File: src/rtl/seg_scan_controller.sv
// Four-digit multiplexed 7-segment scanner with double-buffered value,
// anti-ghost blanking gap and optional leading-zero suppression.
//
// Ports:
//   clk, reset        clock, synchronous active-high reset
//   value[15:0]       four hex nibbles, digit 0 = value[3:0]
//   load              strobe: capture value into the pending buffer
//   lz_blank          1 = suppress leading zero digits
//   w, x, y, z        nibble of the digit being scanned (w = MSB)
//   an[3:0]           active-low digit enables
//   frame_done        pulse in the last cycle of the digit-3 slot
//   pending           a loaded value awaits the next frame boundary
module seg_scan_controller #(
  parameter int REFRESH_DIV = 50000,
  parameter int BLANK_GAP   = 2
) (
  input  logic        clk,
  input  logic        reset,
  input  logic [15:0] value,
  input  logic        load,
  input  logic        lz_blank,
  output logic        w,
  output logic        x,
  output logic        y,
  output logic        z,
  output logic [3:0]  an,
  output logic        frame_done,
  output logic        pending
);

  localparam int CW = (REFRESH_DIV > 2) ? $clog2(REFRESH_DIV) : 1;
  localparam logic [CW-1:0] CNT_MAX = CW'(REFRESH_DIV - 1);

  logic [CW-1:0] cnt_q, cnt_d;
  logic [1:0]    idx_q, idx_d;
  logic [15:0]   pbuf_q, pbuf_d;
  logic [15:0]   dreg_q, dreg_d;
  logic          pend_q, pend_d;

  logic [3:0]    an_q, an_d;
  logic [3:0]    nib_q, nib_d;
  logic          fd_q, fd_d;

  logic          wrap;
  logic          bound;
  logic          gap_d;
  logic          blank_d;

  always_comb begin
    wrap   = (cnt_q == CNT_MAX);
    bound  = wrap && (idx_q == 2'd3);
    cnt_d  = wrap ? '0 : cnt_q + 1'b1;
    idx_d  = wrap ? idx_q + 2'd1 : idx_q;
    dreg_d = (bound && pend_q) ? pbuf_q : dreg_q;
    pbuf_d = load ? value : pbuf_q;
    pend_d = pend_q;
    if (load) begin
      pend_d = 1'b1;
    end else if (bound) begin
      pend_d = 1'b0;
    end
  end

  // Outputs are precomputed from next state so they leave flops
  // aligned with the state they describe.
  always_comb begin
    nib_d   = 4'h0;
    blank_d = 1'b0;
    unique case (1'b1)
      idx_d == 2'd0: begin
        nib_d   = dreg_d[3:0];
        blank_d = 1'b0;
      end
      idx_d == 2'd1: begin
        nib_d   = dreg_d[7:4];
        blank_d = lz_blank && (dreg_d[15:4] == 12'h0);
      end
      idx_d == 2'd2: begin
        nib_d   = dreg_d[11:8];
        blank_d = lz_blank && (dreg_d[15:8] == 8'h0);
      end
      default: begin
        nib_d   = dreg_d[15:12];
        blank_d = lz_blank && (dreg_d[15:12] == 4'h0);
      end
    endcase
    gap_d = (32'(cnt_d) < BLANK_GAP);
    an_d  = (gap_d || blank_d) ? 4'hF : ~(4'b0001 << idx_d);
    fd_d  = (idx_d == 2'd3) && (cnt_d == CNT_MAX);
  end

  always_ff @(posedge clk) begin
    if (reset) begin
      cnt_q  <= '0;
      idx_q  <= 2'd0;
      pbuf_q <= 16'h0;
      dreg_q <= 16'h0;
      pend_q <= 1'b0;
      an_q   <= 4'hF;
      nib_q  <= 4'h0;
      fd_q   <= 1'b0;
    end else begin
      cnt_q  <= cnt_d;
      idx_q  <= idx_d;
      pbuf_q <= pbuf_d;
      dreg_q <= dreg_d;
      pend_q <= pend_d;
      an_q   <= an_d;
      nib_q  <= nib_d;
      fd_q   <= fd_d;
    end
  end

  assign w          = nib_q[3];
  assign x          = nib_q[2];
  assign y          = nib_q[1];
  assign z          = nib_q[0];
  assign an         = an_q;
  assign frame_done = fd_q;
  assign pending    = pend_q;

endmodule

File: config.mk
export PLATFORM = sky130hd
export DESIGN_NAME = seg_scan_controller
export DESIGN_NICKNAME = d
export VERILOG_FILES = /design/src/rtl/seg_scan_controller.sv
export SDC_FILE = /design/constraint.sdc
export NUM_CORES = 1
export LEC_CHECK = 0
export ABC_CLOCK_PERIOD_IN_PS = 8350
export CORE_MARGIN = 2
export CORE_UTILIZATION = 25
export CTS_CLUSTER_SIZE = 12
export DETAILED_ROUTE_END_ITERATION = 16
export GPL_ROUTABILITY_DRIVEN = 0
export SYNTH_ARGS = -nofsm -noshare
export SYNTH_HDL_FRONTEND = slang
export SYNTH_SLANG_ARGS = --single-unit
File: constraint.sdc
create_clock -name clk -period 8.35 [get_ports clk]
set_input_delay 1.2525 -clock clk [delete_from_list [all_inputs] [get_ports clk]]
set_output_delay 1.2525 -clock clk [all_outputs]
set_load 0.02 [all_outputs]
* Yosys cells after proc, flatten, opt, wreduce, memory -nomap -nowiden
Index checks and enable logic that the tools add are counted.
Operators by class: $add $sub $neg 2, order comparisons 1, equal/unequal tests 6, shift-type cells 1, multiplexer cells 7, bitwise gates (word level) 1, reductions and logical operators 13
Operator list (count):
- equality test 16 bit (second input constant) | 2
- 2-to-1 mux 16 bit | 2
- adder 16 x 1 -> 16 bit (second input constant) | 1
- < comparator 16 x 2 -> 1 bit (second input constant) | 1
- logical NOT 12 bit | 1
- one-hot mux 4 bit (3 select lines) | 1
- logical NOT 8 bit | 1
- equality test 2 bit (second input constant) | 3
- logical AND 1 bit | 6
- logical NOT 4 bit | 1
- NOT 4 bit | 1
- left shift 1 x 2 -> 4 bit (first input constant) | 1
- one-hot mux 1 bit (3 select lines) | 1
- adder 2 x 1 -> 2 bit (second input constant) | 1
- equality test 2 x 1 -> 1 bit (second input constant) | 1
- logical NOT 2 bit | 1
- 2-to-1 mux 1 bit | 2
- 2-to-1 mux 2 bit | 1
- nonzero test 2 bit | 1
- OR reduction 2 bit | 1
- logical OR 1 bit | 1
Word-level totals: register bits after elaboration 60, input port bits 20, output and inout bits 10

* Depth between registers and ports, before layout
depth after elaboration 9, mapped depth 14, gate-level depth less buffers 12

* Worst setup path before layout
Ideal clock, no wire load.
kind register -> register, start register cnt_q[4], end register an_q[3], in the netlist an[3], setup time 67 ps, arrival 2784 ps, slack 5500 ps, stages on the path, launching flop included 13, buffers on the path 2, clock period less this slack 2850 ps, path through dfxtp_1 buf_6 or3_4 nand4bb_1 buf_2 or2_2 mux2i_1 ha_1 a21oi_1 or4_4 o211ai_2 o2111ai_2 nand4b_1
On the way: word-level cells in the longest chain between the ends 9, elaborated cells on any way between the ends 22
Ends and longest elaborated chain:
- start, declared | RTL line 34 | logic [CW-1:0] cnt_q, cnt_d;
- start signal, assigned | RTL line 103 | cnt_q <= cnt_d;
- branches (longest 9 deep; another with adder 16 x 1 -> 16 bit)
- end signal, assigned | RTL line 108 | an_q <= an_d;
- end, declared | RTL line 40 | logic [3:0] an_q, an_d;
Parallel ways; which one is timed is not known. A chain may end at the register's enable or synchronous reset.

* Final worst setup path
start register cnt_q[4], end register an_q[2], in the netlist an[2]
Same word-level chain as after synthesis.

==> flow_summary.yaml <==
worst_setup_path:
  setup.worst_path.class: "flip-flop to flip-flop"
  slowest_stage: "or3_4"
  reg2reg_to: "an[2]"
  startpoint: "cnt_q[4]"
  crit_chain: "or3_4, nand4bb_1, or2_2, mux2i_1, ha_1, inv_1, nor4b_1, o21ai_0, o211ai_2, o2111ai_2, nand4b_1"
  required_ns: 8.63
  critPathArrivalTime_ns: 3.57
  crit_path_max_fanout: 8
  reg2reg_depth: 11
  cp-end-kind: "flip-flop"
  r2r_slack_ns: 5.05
  r2r_start: "cnt_q[4]"
  crit_path_start_kind: "flip-flop"
  slowest_delay_ns: 0.44
finish:
  area_growth_pct: 21.0
  drive_above_1_share_pct: 9.29
  nets: 345
  stdcell_count: 463
  final_cell_mix: "60 x dfxtp_1, 51 x nor2_1, 31 x mux2i_1"
  fin_area_sq_um: 3380
  n_antenna_cell: 0
  fin_util_pct: 31.0
  final_common_cell: "dfxtp_1"
die:
  coreArea_sq_um: 10900
  fp.dieArea_sq_um: 12000
  die_y_um: 110
  start_util_pct: 25.6
  rows: 38
  die_w_um: 110
  io_pins: 30
yosys:
  synth_fa_ha_area_share_pct: 3.14
  synth_top_area_share_pct: 43.0
  synth_top_family_by_area: "simple AND/OR/NAND/NOR gates"
  syn_area_per_cell_sq_um: 9.50
  ys.flop_type: "dfxtp_1"
  synth_largest_area_cell: "dfxtp_1"
  synth_xor_area_share_pct: 4.39
  synth-seq-cells: 60
  synth.yosys.seq_area_share_pct: 43.0
  synth_edf_count: 0
  syn_inst: 294
  yosys_warnings: 0
  synth_area_sq_um: 2790
  synth_cell_type_count: 52
  synthArstFlopShare_pct: 0
  synth_compound_area_share_pct: 9.36
  ys_top_cells_by_area: "dfxtp_1 43%, mux2i_1 11%, nor2_1 6.9%"
  synth_mux_area_share_pct: 12.3
  yosys.area_share.simple_pct: 23.1
  synth_nets: 321
grt:
  antenna_found_initial: 0
  grt_pass1_vias: 2036
  grtUsageTotal_pct: 11.0
  grt-ovfl-total: 0
  grt_max_degree: 52
  grt_first_pass_wirelength_um: 10000
clock_tree:
  clock_sinks: 60
  hold_buffers: 0
  clockRootBuffer: "clkbuf_8"
  cts-resized-gates: 0
  clk_pin_slew_ns: 0.07
  cts.path.max_buffers: 2
  cts_tree: "done"
  htreeDepth: 3
  cts_buffers: 9
  cts_setup_buffers: 0
  clock_latency_ns: 0.34
routing:
  via_per_inst: 4.64
  drt-total-wl_um: 6160
  antenna_left: 0
  drtPass1Iterations: 5
  drcViolationCount: 0
  via_count: 2148
  wl_per_cell_um: 13.3
  drt-initial-drc-count: 116
min_path:
  whs_path_depth: 2
  min-delay-start: "pbuf_q[0]"
  hold_path_end: "pbuf_q[0]"
  hold_class: "flip-flop to flip-flop"
power_and_ir_drop:
  p_leak_nw: 1.21
  p_total_mw: 0.592
  p_per_area_nw_per_um2: 175
  max-vdd-ir-drop_mv: 0.0633
run_status:
  status: "finished clean"
timing:
  max_freq_mhz: 303
  rsz0062_at_grt: "no"
  hold_viol_final: 0
  setup_slack_ns: 5.05
  worstMarginPinSlew_ns: 1.02
  layout_min_cycle_time_ns: 3.30
  setup_viol_count_final: 0
  slew_viol_final: 0
  setup-tns-final_ns: 0
  clock_skew_ns: 0.00768
  slew_headroom_pct: 31.8
  whs_ns: 0.492
  timing.final.crit_share_pct: 39.5
placed_design:
  place_area_sq_um: 3180
  place_inst: 447
  post-dp-hpwl_um: 4590
  port-buffer-count: 29
  post-place-ws_ns: 5.06
job:
  max_cap_violations: 0
==> cell families (layout without fill, tap and decap cells) <==
logic type | Yosys count | after routing
fa+ha+maj | 7 | 7
xor+xnor | 14 | 14
compound gates | 30 | 30
mux | 34 | 34
buf+inv | 28 | 57
simple gates | 121 | 121
flops | 60 | 60
==> worst max path at each step <==
| stage | to | slack (ns) |
|---|---|---|
| 3_5_place_dp | an[2] | 5.06 |
| 2_1_floorplan | an[3] | 5.50 |
| 5_1_grt | an[2] | 4.75 |
| 4_1_cts | an[2] | 5.02 |
| 3_3_place_gp | an[3] | 5.21 |
| 6_report | an[2] | 5.05 |
==> worst max-delay path, delay by kind of cell, from the launching register on <==
family,cells,cell delay [ns]
AOI/OAI and AO/OA,3,0.46
adders and majority gates,1,0.28
buffers and inverters,1,0.10
DFF,1,0.39
muxes,1,0.32
and+or+nand+nor,5,1.68
==> sequential cells by signal, summed over array words and instances, names as in the netlist <==
name and flops:
idx_q 2, frame_done 1, pending 1, pbuf_q 16, dreg_q 16, an 4, nib_q 4, cnt_q 16
==> cell usage after synthesis, types with 3 or more instances <==
cell type and instances:
dfxtp_1 60, nor2_1 51, mux2i_1 31, clkbuf_1 11, inv_1 11, nand3_1 10, nand2_1 9, nand4_1 8
xor2_1 8, ha_1 7, a21oi_1 6, xnor2_1 6, nor2b_1 5, nor3_1 5, nor4_1 5, nand4b_1 4
or4_1 4, a221oi_2 3, and2_1 3, buf_2 3, o21ba_1 3, o22a_1 3, or3_1 3
==> routing by layer <==
metal / share of wire, % / global-route usage, % / wire [um]
met1: 48 / 14.7 / 2950
met2: 45 / 15.9 / 2760
met3: 5.6 / 3.91 / 346
met4: 1.7 / 4.88 / 105
met5: 0 / 0 / 0
==> power breakdown <==
part	switching (mW)	leakage [nW]	total, mW	internal, mW
registers	0.00562	0.488	0.299	0.293
clock network	0.120	0.0958	0.259	0.139
logic	0.0165	0.630	0.0345	0.0180
total	0.142	1.21	0.592	0.450
==> cell type report <==
| type | instances | area (sq um) |
|---|---|---|
| repair buffers | 30 | 293 |
| inverters | 11 | 41.3 |
| multi-input cells | 206 | 1470 |
| clock inverters | 7 | 76.3 |
| flip-flops and latches | 60 | 1200 |
| clock buffers | 9 | 124 |
| well taps | 140 | 175 |
| fillers | 1107 | 7510 |
(Power assumes the default switching activity.)
